[src/rtl/camera_ray_gen.sv]
// Primary ray generator: latches camera words once per frame and walks the pixel raster,
// emitting one ray per pixel over a valid/ready handshake.
module camera_ray_gen #(
  parameter int unsigned       H_RES = 640,
  parameter int unsigned       V_RES = 480,
  parameter logic signed [15:0] FOCAL = 16'sd256
) (
  input  logic               clk,
  input  logic               reset,
  input  logic               enable,
  input  logic [31:0]        camera_pos,
  input  logic [31:0]        camera_dir,
  output logic               ray_valid,
  input  logic               ray_ready,
  output logic [31:0]        ray_origin,
  output logic signed [15:0] ray_dir_x,
  output logic signed [15:0] ray_dir_y,
  output logic signed [15:0] ray_dir_z,
  output logic [9:0]         pixel_x,
  output logic [9:0]         pixel_y,
  output logic               sof,
  output logic               eol,
  output logic               frame_done,
  output logic               cam_pending
);

  localparam logic [9:0]  LastX = 10'(H_RES - 1);
  localparam logic [9:0]  LastY = 10'(V_RES - 1);
  localparam logic [15:0] HalfH = 16'(H_RES / 2);
  localparam logic [15:0] OffY  = 16'(V_RES / 2 - 1);

  typedef enum logic [1:0] {StIdle, StLoad, StEmit, StFrameEnd} state_e;

  state_e      state_q, state_d;
  logic [21:0] pos_q, pos_d;
  logic [21:0] dir_q, dir_d;
  logic [9:0]  px_q, px_d;
  logic [9:0]  py_q, py_d;
  logic        handshake;
  logic        last_px;
  logic        last_py;

  assign handshake = (state_q == StEmit) & ray_ready;
  assign last_px   = (px_q == LastX);
  assign last_py   = (py_q == LastY);

  always_ff @(posedge clk or negedge reset) begin
    if (!reset) begin
      state_q <= StIdle;
    end else begin
      state_q <= state_d;
    end
  end

  always_comb begin
    state_d = state_q;
    case (state_q)
      StIdle:     if (enable) state_d = StLoad;
      StLoad:     state_d = StEmit;
      StEmit:     if (handshake && last_px && last_py) state_d = StFrameEnd;
      StFrameEnd: state_d = enable ? StLoad : StIdle;
      default:    state_d = StIdle;
    endcase
  end

  always_ff @(posedge clk or negedge reset) begin
    if (!reset) begin
      pos_q <= '0;
      dir_q <= '0;
      px_q  <= '0;
      py_q  <= '0;
    end else begin
      pos_q <= pos_d;
      dir_q <= dir_d;
      px_q  <= px_d;
      py_q  <= py_d;
    end
  end

  // Camera words are only adopted in LOAD so a whole frame sees one camera.
  always_comb begin
    pos_d = pos_q;
    dir_d = dir_q;
    px_d  = px_q;
    py_d  = py_q;
    if (state_q == StLoad) begin
      pos_d = camera_pos[21:0];
      dir_d = camera_dir[21:0];
      px_d  = '0;
      py_d  = '0;
    end else if (handshake) begin
      if (last_px) begin
        px_d = '0;
        if (!last_py) py_d = py_q + 10'd1;
      end else begin
        px_d = px_q + 10'd1;
      end
    end
  end

  always_comb begin
    ray_valid   = (state_q == StEmit);
    frame_done  = (state_q == StFrameEnd);
    ray_origin  = {10'b0, pos_q};
    pixel_x     = px_q;
    pixel_y     = py_q;
    sof         = ray_valid & (px_q == 10'd0) & (py_q == 10'd0);
    eol         = ray_valid & last_px;
    cam_pending = (camera_pos[21:0] != pos_q) | (camera_dir[21:0] != dir_q);
    ray_dir_x   = '0;
    ray_dir_y   = '0;
    ray_dir_z   = '0;
    // Directions are zero outside EMIT so reset and idle present a clean bus.
    if (ray_valid) begin
      ray_dir_x = $signed({{6{dir_q[21]}}, dir_q[21:12]} + {6'b0, px_q} - HalfH);
      ray_dir_y = $signed({{6{dir_q[11]}}, dir_q[11:2]} + OffY - {6'b0, py_q});
      ray_dir_z = $signed(FOCAL + {{14{dir_q[1]}}, dir_q[1:0]});
    end
  end

endmodule

[config.mk]
export PLATFORM = sky130hd
export DESIGN_NAME = camera_ray_gen
export DESIGN_NICKNAME = d
export VERILOG_FILES = /design/src/rtl/camera_ray_gen.sv
export SDC_FILE = /design/constraint.sdc
export NUM_CORES = 1
export LEC_CHECK = 0
export ABC_AREA = 1
export CORE_MARGIN = 1
export CORE_UTILIZATION = 48
export CTS_CLUSTER_SIZE = 40
export DETAILED_ROUTE_END_ITERATION = 6
export PLACE_DENSITY = 0.79
export SLEW_MARGIN = 20
export SYNTH_ARGS = -nofsm -noshare
export SYNTH_HDL_FRONTEND = slang
export SYNTH_SLANG_ARGS = --single-unit
[constraint.sdc]
create_clock -name clk -period 3 [get_ports clk]
set_input_delay 0.9 -clock clk [delete_from_list [all_inputs] [get_ports clk]]
set_output_delay 0.9 -clock clk [all_outputs]
set_load 0.02 [all_outputs]
# [After elaboration in Yosys (flattened, before gate mapping)]
# Index checks and enable logic that the tools add are counted.
[totals] in_bits=68 wordCells=50 register_bits=66 output_inout_bits=105
[classes] n_mux=14 eq_ne=10 n_bitwise=5 n_reduce_logical=9 addsub=7
[op_table] operator="$mux W10" n=7
[op_table] operator="$mux W16" n=3
[op_table] operator="$ne A22 B22 Y1" n=2
[op_table] operator="$add A10 B1 Y10 const B" n=2
[op_table] operator="$logic_not A10 Y1" n=2
[op_table] operator="$sub A12 B10 Y13 const B" n=1
[op_table] operator="$add A10 B11 Y12" n=1
[op_table] operator="$sub A11 B11 Y12" n=1
[op_table] operator="$add A10 B2 Y11 const A" n=1
[op_table] operator="$add A10 B9 Y11 const B" n=1
[op_table] operator="$eq A10 B10 Y1 const B" n=1
[op_table] operator="$eq A10 B9 Y1 const B" n=1
[op_table] operator="$pmux W2 S4" n=1
[op_table] operator="$and A1 B1 Y1" n=4
[op_table] operator="$eq A2 B2 Y1 const B" n=2
[op_table] operator="$mux W2" n=2
[op_table] operator="$ne A2 B1 Y1 const B" n=2
[op_table] operator="$reduce_bool A2 Y1" n=2
[op_table] operator="$reduce_and A3 Y1" n=1
[op_table] operator="$eq A2 B1 Y1 const B" n=1
[op_table] operator="$logic_and A1 B1 Y1" n=2
[op_table] operator="$logic_not A2 Y1" n=1
[op_table] operator="$ne A2 B2 Y1 const B" n=1
[op_table] operator="$reduce_and A2 Y1" n=1
[op_table] operator="2 further kinds" n=2

# [Depth between registers and ports, before layout]
# Gate-level depths: netlist of the first run.
[logic_depth] depth_word=6 ltp_mapped=13 depth_no_buf=13

# [Least setup slack after synthesis of the first run]
# Ideal clock, no wire load.
[synth_path] kind="register to output" start="register px_q[8], in the netlist pixel_x[8]" end="output ray_dir_x[13]" t_arrival_ns=2.333 setup_slack_ns=-0.233 path_buffers=1 required_ns=2.100 path_stages_with_launch=8 path_cell_list="dfrtp_1 > ha_1 > fa_1 > nand2_1 > nand2_1 > a211o_1 > a21oi_1 > buf_4"
[synth_between] elab_chain_len=3
[synth_lines] element="start, declared" line="37" rtl="logic [9:0] px_q, px_d;"
[synth_lines] element="start signal, assigned" line="75" rtl="px_q <= px_d;"
[synth_lines] element="$add A10 B11 Y12" line="115" rtl="ray_dir_x = $signed({{6{dir_q[21]}}, dir_q[21:12]} + {6'b0, px_q} - HalfH);"
[synth_lines] element="$sub A12 B10 Y13" line="115"
[synth_lines] element="$mux W16" line="114" rtl="if (ray_valid) begin"
[synth_lines] element="end, declared" line="16" rtl="output logic signed [15:0] ray_dir_x,"
# No other way between the ends.

# [Worst setup path after layout of the first run]
[layout_path] start="register dir_q[13]" end="output ray_dir_x[7]"
[layout_between] elab_chain_len=3
[layout_lines] element="start, declared" line="36" rtl="logic [21:0] dir_q, dir_d;"
[layout_lines] element="start signal, assigned" line="74" rtl="dir_q <= dir_d;"
[layout_lines] element="$add A10 B11 Y12" line="115"
[layout_lines] element="$sub A12 B10 Y13" line="115"
[layout_lines] element="$mux W16" line="114"
# No other way between the ends.

==> results of run 1 <==
## layer usage
metal | part of all wire (%) | vias to the layer above | track usage, %
li1 | - | 2744 | -
met1 | 40 | 2598 | 34.9
met2 | 49 | 272 | 47.3
met3 | 7.1 | 52 | 6.60
met4 | 3.6 | 0 | 9.39
met5 | 0 | - | 0
## cells in the mapped netlist, types with 3 or more instances
library cell and instances:
sky130_fd_sc_hd__o21ai_2 5, sky130_fd_sc_hd__nor3_1 6, sky130_fd_sc_hd__nand2_1 262, sky130_fd_sc_hd__inv_1 86, sky130_fd_sc_hd__nand3_1 31, sky130_fd_sc_hd__o21ai_0 27
sky130_fd_sc_hd__clkbuf_1 8, sky130_fd_sc_hd__buf_2 4, sky130_fd_sc_hd__nand2_2 5, sky130_fd_sc_hd__buf_4 30, sky130_fd_sc_hd__nor2_4 3, sky130_fd_sc_hd__nand4_1 9
sky130_fd_sc_hd__nor2_1 68, sky130_fd_sc_hd__xnor2_1 37, sky130_fd_sc_hd__xor2_1 7, sky130_fd_sc_hd__a21oi_1 20, sky130_fd_sc_hd__ha_1 49, sky130_fd_sc_hd__fa_1 3
sky130_fd_sc_hd__dfrtp_1 66
## logic make-up (layout without fill, tap and decap cells)
kind of cell,count (synthesis),after routing,synth area share (%)
xor gates and xnor gates,44,44,7.20
AOI/OAI and AO/OA,62,62,6.57
buffers and inverters,133,335,12.0
other,1,18,0.0701
DFF,66,66,30.9
and+or+nand+nor,395,395,30.7
adders and majority gates,52,52,12.6
## layout by cell type, fill, tap and decap left out, drive strengths merged, types with 3 or more instances in the layout
master and count:
nand2 268, buf 127, inv 89, nor2 71, dfrtp 66, clkdlybuf4s50 50
ha 49, xnor2 37, dlygate4sd2 33, o21ai 33, nand3 33, dlymetal6s2s 21
a21oi 20, conb 17, nand4 10, clkbuf 10, xor2 7, nor3 6
fa 3
## state kept, by name, indices dropped and copies added (netlist names)
| name | flops |
|---|---|
| dir_q | 22 |
| pixel_x | 10 |
| pixel_y | 10 |
| pos_q | 22 |
| state_q | 2 |
## worst min-delay path, cell delays in order, from the launching register on
cell and delay [ns]:
sky130_fd_sc_hd__dfrtp_1 0.38, sky130_fd_sc_hd__nand2_1 0.06, sky130_fd_sc_hd__nand2_1 0.05
## repair_timing
item | in CTS | in global routing
setup endpoints to repair | 44 | 32
hold buffers | 0 | 0
buffers inserted | 5 | 8
gates resized for setup | 265 | 103
pin swaps | 35 | 41
## final cells by class
class / count / area, um2
diodes: 1 / 2.50
clock buffers: 9 / 124
multi-input cells: 570 / 3830
inverters: 88 / 333
repair buffers: 232 / 2100
well taps: 140 / 175
flip-flops and latches: 66 / 1660
fillers: 706 / 2550
clock inverters: 6 / 67.6
## metrics by stage
step | std cells | setup WS, ns
finish | 1112 | -0.212
global route | 1112 | -0.300
CTS | 1103 | -0.215
detailed placement | 1083 | -0.503
global placement | 1083 | -0.489
floorplan | 769 | -0.0279
## report_power, final
group          internal, mW  switching, mW
Sequential             1.24          0.329
Clock                 0.382          0.378
Combinational          2.98           3.51
Total                  4.61           4.22
## worst paths after layout
| path | start | endpoint | slack [ns] | cells after the start |
|---|---|---|---|---|
| min in group asynchronous | reset | pos_q[20] | 0.55 | 2 |
| hold / removal | pos_q[20] | pos_q[20] | 0.52 | 2 |
| setup reg to reg | state_q[0] | state_q[1] | 1.10 | 10 |
| setup / recovery | dir_q[13] | ray_dir_x[7] | -0.21 | 10 |
| max in group asynchronous | reset | pixel_y[0] | 2.12 | 2 |
| hold reg to reg | pos_q[20] | pos_q[20] | 0.52 | 2 |
==> impl_summary.md, run 1 <==
Min path
The worst hold path belongs to the class flip-flop to flip-flop.

Finish
The finished cells cover 0.00829 mm2. The ratio of cells with drive above 1 in the final layout is 30.6%. The number of nets in the finished design is 1,087.

Cells fill 76.4% of the core in the end. The synthesis-to-layout area growth is 54.9%.

Placed design
Once detailed placement completed, the half-perimeter wirelength came to 11.1 mm. Port buffering added 135 buffers. The placed instances occupy a cell area of 0.00730 mm2. The routability congestion estimate from global placement is 0.883.

Global routing
For this run, the total global-route usage over all layers was measured as 28.0%. The number of antenna violations at the first check in global routing is 1. The maximum number of pins on one net before global-route repair is 67.

The global-route wire length before repair is 25.0 mm. For this run the aggregate overflow at the end of global routing stands at 0. The via count of the first global-routing pass was 5,221.

Yosys
The number of different library cells in the post-synthesis netlist is 40. Summing the sequential cell areas from Yosys gives 30.9% of the chip area. The top cell type's share of synthesized area is 30.9%. Averaged over all synthesized cells, the footprint is 7.11 um2. The most used flip-flop cell after synthesis is sky130_fd_sc_hd__dfrtp_1. The number of synthesized register bits is 66.

Counting flops with a built-in enable in the synthesized netlist gives 0. The share of synthesized flip-flops with an asynchronous set or reset is 100%. The post-synthesis instance total is 753.

The cell area after synthesis is 0.00535 mm2. The dominant cell type by area after synthesis is sky130_fd_sc_hd__dfrtp_1. Yosys printed 0 warnings. Sorting the synthesized cells by area gives the leading types as sky130_fd_sc_hd__dfrtp_1, sky130_fd_sc_hd__nand2_1, sky130_fd_sc_hd__ha_1.

Critical path
The stage delay of the slowest cell on the critical path is 0.42 ns. Data on the critical path arrives at its endpoint at 2.31 ns. The required time at the worst-slack endpoint is 2.10 ns. The critical setup path kind is flip-flop to output pin. On the critical path, the stage with the largest delay is an instance of sky130_fd_sc_hd__dfrtp_1.

The cell family with the largest share of critical-path delay is adder cells. STA classifies the critical path startpoint as a flip-flop. The maximum fanout encountered on the critical timing path is 3.

Traced cell by cell, the critical path runs through ha_4, ha_4, fa_2, nand3_2, nand3_4, nand2_4, nand2_4, xnor2_2, nor2_2, buf_6. The number of buffers and inverters on the critical path is 1. STA classifies the critical path endpoint as an output pin.

Clock network
Clock latency on the worst-skew pair, taken at its later pin, is 0.35 ns. The number of clock buffers added by TritonCTS is 9. CTS placed an instance of sky130_fd_sc_hd__clkbuf_8 at the clock tree root. In this run the deepest clock path goes through 2 buffers. The clock transition at the registers of the reported paths is 0.08 ns. TritonCTS built the clock tree. Clock tree synthesis found a total of 66 sinks. The H-tree was split into 3 levels.

Route
The detailed router placed 5,666 vias in this run. The detailed-route DRC error count is 0. The via-per-instance ratio is 5.10. The final routed wirelength across all metal layers is 16.7 mm. The total iterations of the first detailed-routing run is 5. The detail route stage leaves a number of antenna-violating nets equal to 0. After detailed routing, the average wire length per cell comes to 15.0 um.

The number of DRC violations after detailed-routing iteration 0 is 349.

Timing
Hold timing on the final database bottoms out at a slack of 0.520 ns. Setup total negative slack on the finished layout was measured at -2.90 ns. Subtracting the final worst setup slack from the clock period gives 3.21 ns. The number of setup violations in the final report is 22. The worst pin sits at a relative slew slack of 58.9%. The transition at the pin with the smallest max-transition slack is 0.616 ns. Across the routed clock network, the largest skew measured is 0.0132 ns.

Setup repair after global routing could not meet its margin everywhere. The total count of hold-check failures in the final report is 0. The max-slew violation count came to 0. For this run, the top clock speed supported by timing is 311 MHz. The final critical path takes up 107% of the cycle.

In the post-route analysis, the smallest setup slack over all paths is -0.212 ns.

Floorplan
The floorplan step set the die height to 108 um. 173 I/O pins were placed. The core area is 0.0108 mm2.

The die footprint is 0.0116 mm2. The number of rows in the core area is 38. Once the floorplan was initialized, standard cells occupied 49.4% of the core. The horizontal extent of the die is 108 um.

Power
The leakage power summed over all cells is 4.29 nW. The total power draw is 8.83 mW. Power spread over the standard cell area amounts to 1070 mW/mm2. The maximum resistive drop on vdd is 0.671 mV.

Status
The checks that failed: setup timing. The run finished, with violations left.

Job
The total of max-cap violations is 0.
No activity file was read; power rests on OpenSTA's default activity.
==> inputs of run 2 (changes only) <==
Settings changed: CTS_CLUSTER_SIZE 40 to 28, MAX_ROUTING_LAYER set to met4.
==> run 2 against run 1 <==
The run still ends with setup timing left. Die area did not move. Final area rose by 0.88%. Register-to-register slack got worse by 0.18 ns. Fmax fell by 1.6%. Critical path depth fell by 3. Utilization rose by 0.67 points. Non-clock buffer count rose by 2. Global-route usage rose by 0.47 points. Worst setup slack got worse by 0.051 ns. Via count rose by 3.0%. Clock power rose by 3.7%. Critical path type unchanged. Critical endpoint is now ray_dir_x[13]. Largest power group unchanged.
==> impl_summary.md, run 2 (synthesis gave the netlist of run 1 again) <==
Status
The flow ran to the end, but the final reports show violations. The final reports fail on setup timing.

Clock network
The hold-fix buffer count after cts is 0. The clock passes through at most 2 buffers. The clock transition at the registers of the reported paths is 0.08 ns.

The buffer type at the clock tree root is sky130_fd_sc_hd__clkbuf_8. For the worst-skew pair, the clock arrives at the later sink with an insertion delay of 0.34 ns. Clock tree synthesis found a total of 66 sinks. TritonCTS created 9 clock buffers. The clock tree from TritonCTS is yes.

The H-tree generated during clock tree synthesis spans 3 levels.

Timing
The transition at the pin with the smallest max-transition slack is 0.638 ns. The worst max-slew margin expressed relative to the limit is 57.5%. Static timing analysis puts the maximum clock frequency at 307 MHz. The final critical-path required period is 3.26 ns. The total count of hold-check failures in the final report is 0. On the final layout, the worst clock skew is 0.0105 ns. The fraction of the cycle the final worst path needs is 109%.

The max-slew violation count is 0. Once routing completed, OpenROAD measured the worst setup slack at -0.263 ns. The number of setup violations in the final report is 23. Setup repair after global routing could not meet its margin everywhere.

Power
The maximum resistive drop on vdd is 0.682 mV. The areal power density over the cells is 1080 mW/mm2. The leakage power summed over all cells is 4.36 nW. Total power for the finished layout comes to 9.06 mW.

Placed design
The worst-case setup slack after placement is -0.502 ns. The routability congestion estimate from global placement is 0.923. Once placement completed, the tool counted placed cells totaling 1,084. The post-placement cell area is 0.00731 mm2. Detailed placement finished with a half-perimeter wire length of 11.1 mm. Buffers placed on the I/O ports in this run total 135.

Min path
The critical hold path startpoint is dir_q[0]. The path class of the tightest hold or removal check is flip-flop to flip-flop.

Finish
The synthesis-to-layout area growth is 56.2%. The largest registers in the layout are dir_q (22), pos_q (22). Counting the fill cells in the layout gives 737. In the final design database the tool counted 1,089 nets. The top cell types in the final layout, fill and taps aside, are sky130_fd_sc_hd__nand2_1, sky130_fd_sc_hd__buf_4, sky130_fd_sc_hd__inv_1, sky130_fd_sc_hd__dfrtp_1, sky130_fd_sc_hd__clkdlybuf4s50_1. Leaving out fill and tap cells, the most frequent cell in the layout is sky130_fd_sc_hd__nand2_1. The post-route netlist has 30.4% of its cells at a drive strength greater than 1. Once layout is done, the placed cells without fillers occupy 0.00836 mm2. The count of cells in the finished layout, fillers not included, comes to 1,115.

The utilization after layout is 77.1%.

Floorplan
The die footprint is 0.0116 mm2. The total area inside the core boundary comes to 0.0108 mm2. The horizontal extent of the die is 108 um. The starting utilization of the core area is 49.4%. 173 I/O pins were placed. The number of rows in the core area is 38. Measured along the y axis, the die boundary spans 108 um.

Critical path
For the worst setup path, the data arrival time is 2.36 ns. The startpoint identified for the worst register-to-register timing path is state_q[1]. For the worst setup path, the data required time is 2.10 ns.

The origin of the worst setup path is pixel_x[8]. The kind of start point of the critical path is a flip-flop. Along the worst path, the maximum fanout reaches 4.

By startpoint and endpoint, the worst setup path is classified as flip-flop to output pin. STA classifies the critical path endpoint as an output pin.

Global routing
The global-route wire length before repair is 24.6 mm. The all-layer global routing usage is 28.5%. The total overflow left after global routing is 0. The number of antenna violations at the first check in global routing is 1. The via count of the first global-routing pass is 5,223. Entering global routing, the biggest net connects 67 pins.

Route
The number of DRC violations after detailed-routing iteration 0 is 417. The total iterations of the first detailed-routing run is 5. The detail route stage leaves a number of antenna-violating nets equal to 0. The routed design has 18.0 mm of wire. Using the TritonRoute via totals, the vias-per-cell ratio works out to 5.23.

In the final routed layout, each cell accounts on average for 16.1 um. In the routed design, unresolved DRC markers number 0. The routed layout has 5,836 vias.

Job
The total of max-cap violations is 0.
==> run 2: metrics by stage <==
step	TNS, ns	hold WS [ns]
detailed placement	-8.88	0.508
global route	-5.61	0.552
CTS	-2.85	0.529
global placement	-8.20	0.498
finish	-3.93	0.522
floorplan	-0.0279	0.484
==> run 2: worst paths after layout <==
| kind | to | slack, ns | depth (start not counted) |
|---|---|---|---|
| worst min register to register | dir_q[0] | 0.52 | 2 |
| worst max register to register | pixel_y[3] | 0.92 | 9 |
| worst max-delay path | ray_dir_x[13] | -0.26 | 7 |
| max in group asynchronous | pixel_y[1] | 2.10 | 2 |
| worst min-delay path | dir_q[0] | 0.52 | 2 |
| min in group asynchronous | pos_q[19] | 0.57 | 2 |
==> run 2: per-layer routing <==
metal / wire (um) / track usage (%) / up-vias
met3: 1260 / 5.75 / 83
met2: 8710 / 46.0 / 300
met5: 0 / - / -
met4: 1050 / 14.0 / 0
li1: - / - / 2739
met1: 6950 / 33.9 / 2714
==> run 2: repair_timing <==
item / in CTS / in global routing
buffers inserted: 5 / 9
pin swaps: 29 / 60
setup endpoints to repair: 41 / 33
gates cloned: 0 / 0
resized for setup: 232 / 136
==> run 2: layout make-up <==
cell class / instances / area, um2 / share of cell area (%)
multi-input cells: 570 / 3840 / 46.0
repair buffers: 234 / 2140 / 25.6
flip-flops and latches: 66 / 1660 / 19.8
inverters: 88 / 330 / 3.95
well taps: 140 / 175 / 2.10
clock buffers: 12 / 155 / 1.86
clock inverters: 4 / 50.0 / 0.599
diodes: 1 / 2.50 / 0.0299
==> run 2: critical path, cell delays in order (launching register included) <==
cell and delay [ns]:
sky130_fd_sc_hd__dfrtp_1 0.42, sky130_fd_sc_hd__ha_2 0.22, sky130_fd_sc_hd__fa_2 0.48, sky130_fd_sc_hd__nand2_2 0.09
sky130_fd_sc_hd__nand2_2 0.07, sky130_fd_sc_hd__a211o_1 0.33, sky130_fd_sc_hd__a21oi_4 0.24, sky130_fd_sc_hd__buf_6 0.17
==> run 2: power by group <==
| part | leakage [nW] | total, mW | internal [mW] | switching (mW) |
|---|---|---|---|---|
| sequential | 0.832 | 1.57 | 1.24 | 0.323 |
| combinational | 3.43 | 6.71 | 3.06 | 3.65 |
| clock | 0.0986 | 0.788 | 0.429 | 0.359 |
==> inputs of run 3 (changes only) <==
Settings changed: CORE_UTILIZATION 48 to 50, PLACE_DENSITY 0.79 to 0.82.
Clock period 3 ns to 3.8 ns, I/O delays scaled along.
==> run 3 against run 2 <==
The flow now finishes without violations. Worst setup slack improved by 0.40 ns. Critical path type unchanged. First-iteration DRC count fell by 35%. Utilization fell by 9.7 points. Sequential power fell by 22%. Final area fell by 16%. Sequential share of layout area rose by 3.8 points. Power fell by 40%. Via count fell by 13%. Global-route usage fell by 2.3 points.
==> impl_summary.md, run 3 (synthesis gave the netlist of run 1 again) <==
Status
The run finished with clean final reports.

Finish
Counting the fill cells in the layout gives 931. The final instance count without filler cells is 1,039. Summing all non-filler instances in the final layout gives an area of 0.00699 mm2.

In the final layout, the registers with the most flip-flops are dir_q (22), pos_q (22). The synthesis-to-layout area growth is 30.6%. At the end of the flow the core is filled with cells to 67.4%. 0 antenna diodes ended up in the layout. The final layout contains 1,018 nets. The ratio of cells with drive above 1 in the final layout is 9.30%.

The library cell used most frequently in the layout, excluding fill and tap cells, is sky130_fd_sc_hd__nand2_1. In the layout the commonest cells are sky130_fd_sc_hd__nand2_1, sky130_fd_sc_hd__clkdlybuf4s50_1, sky130_fd_sc_hd__inv_1, sky130_fd_sc_hd__nor2_1, sky130_fd_sc_hd__dfrtp_1.

Clock network
After clock tree synthesis, the clock-pin slew on the worst setup and hold paths is 0.08 ns. The total CTS buffers is 9. TritonCTS built the clock tree. Clock latency on the worst-skew pair, taken at its later pin, is 0.34 ns. The hold-fix buffer count after cts is 0.

The total number of clock tree sinks is 66. The maximum level of the CTS H-tree is 3. The number of buffers on the longest clock path is 2. The buffer type at the clock tree root is sky130_fd_sc_hd__clkbuf_8.

Critical path
The maximum fanout encountered on the critical timing path is 6. In this run the register-to-register setup slack is 1.78 ns. The cell family contributing the most delay on the critical path is adder cells.

The most frequent cell on the critical path is sky130_fd_sc_hd__ha_1. By startpoint and endpoint, the worst setup path is classified as flip-flop to output pin. The worst-path cell with the longest stage delay is sky130_fd_sc_hd__clkdlybuf4s50_1. The worst register-to-register path ends at state_q[1].

STA puts the critical path data arrival time at 2.53 ns. The stage delay of the slowest cell on the critical path is 0.62 ns. The startpoint of the lowest-slack register-to-register path is state_q[0]. The kind of start point of the critical path is a flip-flop. Traced cell by cell, the critical path runs through ha_1, ha_1, nand2_1, nand3_1, o21ai_0, a21oi_1, clkdlybuf4s50_1. The kind of end point of the critical path is an output pin.

The required time at the worst-slack endpoint is 2.66 ns. The count of buffer and inverter cells on the critical path is 1. The worst-case reg-to-reg path depth is 10.

Floorplan
The die footprint is 0.0111 mm2. 173 I/O pins were placed. After floorplanning, the core was sized to cover 0.0104 mm2. The floorplan has 37 rows. Once the floorplan was initialized, standard cells occupied 51.6% of the core.

The horizontal extent of the die is 105 um. The floorplan die height is 105 um.

Global routing
The global-route wire length before repair is 22.3 mm. The maximum number of pins on one net before global-route repair is 67. The all-layer global routing usage is 26.1%.

The via count of the first global-routing pass was 4,642. The number of antenna violations at the first check in global routing was 0. The total congestion overflow is 0.

Power
In this run the static leakage power is 3.61 nW. Power comes to 5.41 mW. The maximum resistive drop on vdd is 0.624 mV.

Dividing total power by cell area gives a power density of 774 mW/mm2.

Min path
The worst hold path endpoint is pos_q[19]. The critical hold path startpoint is pos_q[19]. Counting instances, the worst hold path has a depth of 2. The kind of path behind the tightest hold check is flip-flop to flip-flop.

Route
The detailed-route DRC error count is 0. For this block, the routed nets add up to 13.6 mm of wire. The average detailed-routed wire length per instance is 13.1 um. The total iterations of the first detailed-routing run is 5.

Summing over every cut layer, the via total after detailed routing is 5,077. The number of DRC violations after detailed-routing iteration 0 is 270. The post-route antenna net violation count is 0.

In the routed layout, each cell is associated on average with a via count of 4.89.

Timing
The total count of hold-check failures in the final report is 0. The clock arrives with 0.00912 ns of skew. Setup repair after global routing left no endpoint under its margin.

The worst max-slew margin expressed relative to the limit is 41.7%. The final critical-path required period is 3.67 ns. The max-slew violation count is 0. Setup violations remaining at the end of the flow were counted as 0. For the pin with the worst max-slew slack, the measured transition is 0.875 ns. The fraction of the cycle the final worst path needs is 96.5%. After layout, the worst setup slack is 0.134 ns. The maximum clock frequency is 273 MHz.

Placed design
Before CTS, the worst setup slack after placement is -0.199 ns. Port buffering added 135 buffers. The congestion estimate from routability-driven global placement came to 0.902.

The wire-length estimate of the detail-placed layout is 10.7 mm. The post-placement cell area is 0.00683 mm2. The post-placement cell count is 1,023.

Job
The total of max-cap violations is 0.
-- run 3: worst register-to-register path, stage by stage (launching register included) --
cell	delay, ns
sky130_fd_sc_hd__dfrtp_1	0.43
sky130_fd_sc_hd__inv_1	0.14
sky130_fd_sc_hd__ha_1	0.30
sky130_fd_sc_hd__buf_4	0.20
sky130_fd_sc_hd__nand2_1	0.09
sky130_fd_sc_hd__inv_1	0.08
sky130_fd_sc_hd__nand3_1	0.10
sky130_fd_sc_hd__o21bai_1	0.31
sky130_fd_sc_hd__nand2_1	0.12
sky130_fd_sc_hd__nand2_1	0.08
sky130_fd_sc_hd__nand2_1	0.05
-- run 3: through the flow --
stage / hold WS, ns / setup TNS, ns
after global routing: 0.542 / 0
after detailed placement: 0.504 / -0.199
after global placement: 0.497 / -0.151
after CTS: 0.524 / -0.0146
after floorplan: 0.484 / 0
final: 0.519 / 0
-- run 3: report_power, final --
part | switching [mW] | total [mW] | internal (mW) | leakage (nW)
clock | 0.292 | 0.614 | 0.322 | 0.103
combinational | 2.12 | 3.56 | 1.45 | 2.67
sequential | 0.253 | 1.23 | 0.978 | 0.840
total | 2.66 | 5.41 | 2.75 | 3.61
-- run 3: cell type report --
type	count	area [um2]	share of cell area, %
repair buffers	163	1500	21.4
clock inverters	6	65.1	0.931
inverters	88	330	4.73
multi-input cells	570	3140	44.9
well taps	136	170	2.44
flip-flops and latches	66	1650	23.6
clock buffers	10	138	1.97
-- run 3: how the worst max path moves through the flow --
stage                     cells past startpoint  slack (ns)      startpoint             to
after floorplan                               7        0.33      pixel_x[8]  ray_dir_x[13]
after global placement                        8       -0.15  camera_dir[10]    cam_pending
after detailed placement                      9       -0.20  camera_dir[11]    cam_pending
after CTS                                    12      -0.005      pixel_y[1]  ray_dir_y[12]
after global routing                         12       0.009      pixel_y[1]  ray_dir_y[13]
final                                         7        0.13       dir_q[15]   ray_dir_x[4]
-- run 3: what timing repair did --
| item | CTS | global route |
|---|---|---|
| setup buffers | 0 | 0 |
| pin swaps | 0 | 1 |
| resized for setup | 37 | 22 |
| setup endpoints to repair | 24 | 19 |
-- run 3: per-layer routing --
layer	track usage [%]	wire length (um)	vias to the layer above
li1	-	-	2599
met3	4.33	793	14
met1	34.2	6150	2289
met4	7.14	225	0
met5	-	0	-
met2	41.9	6420	175
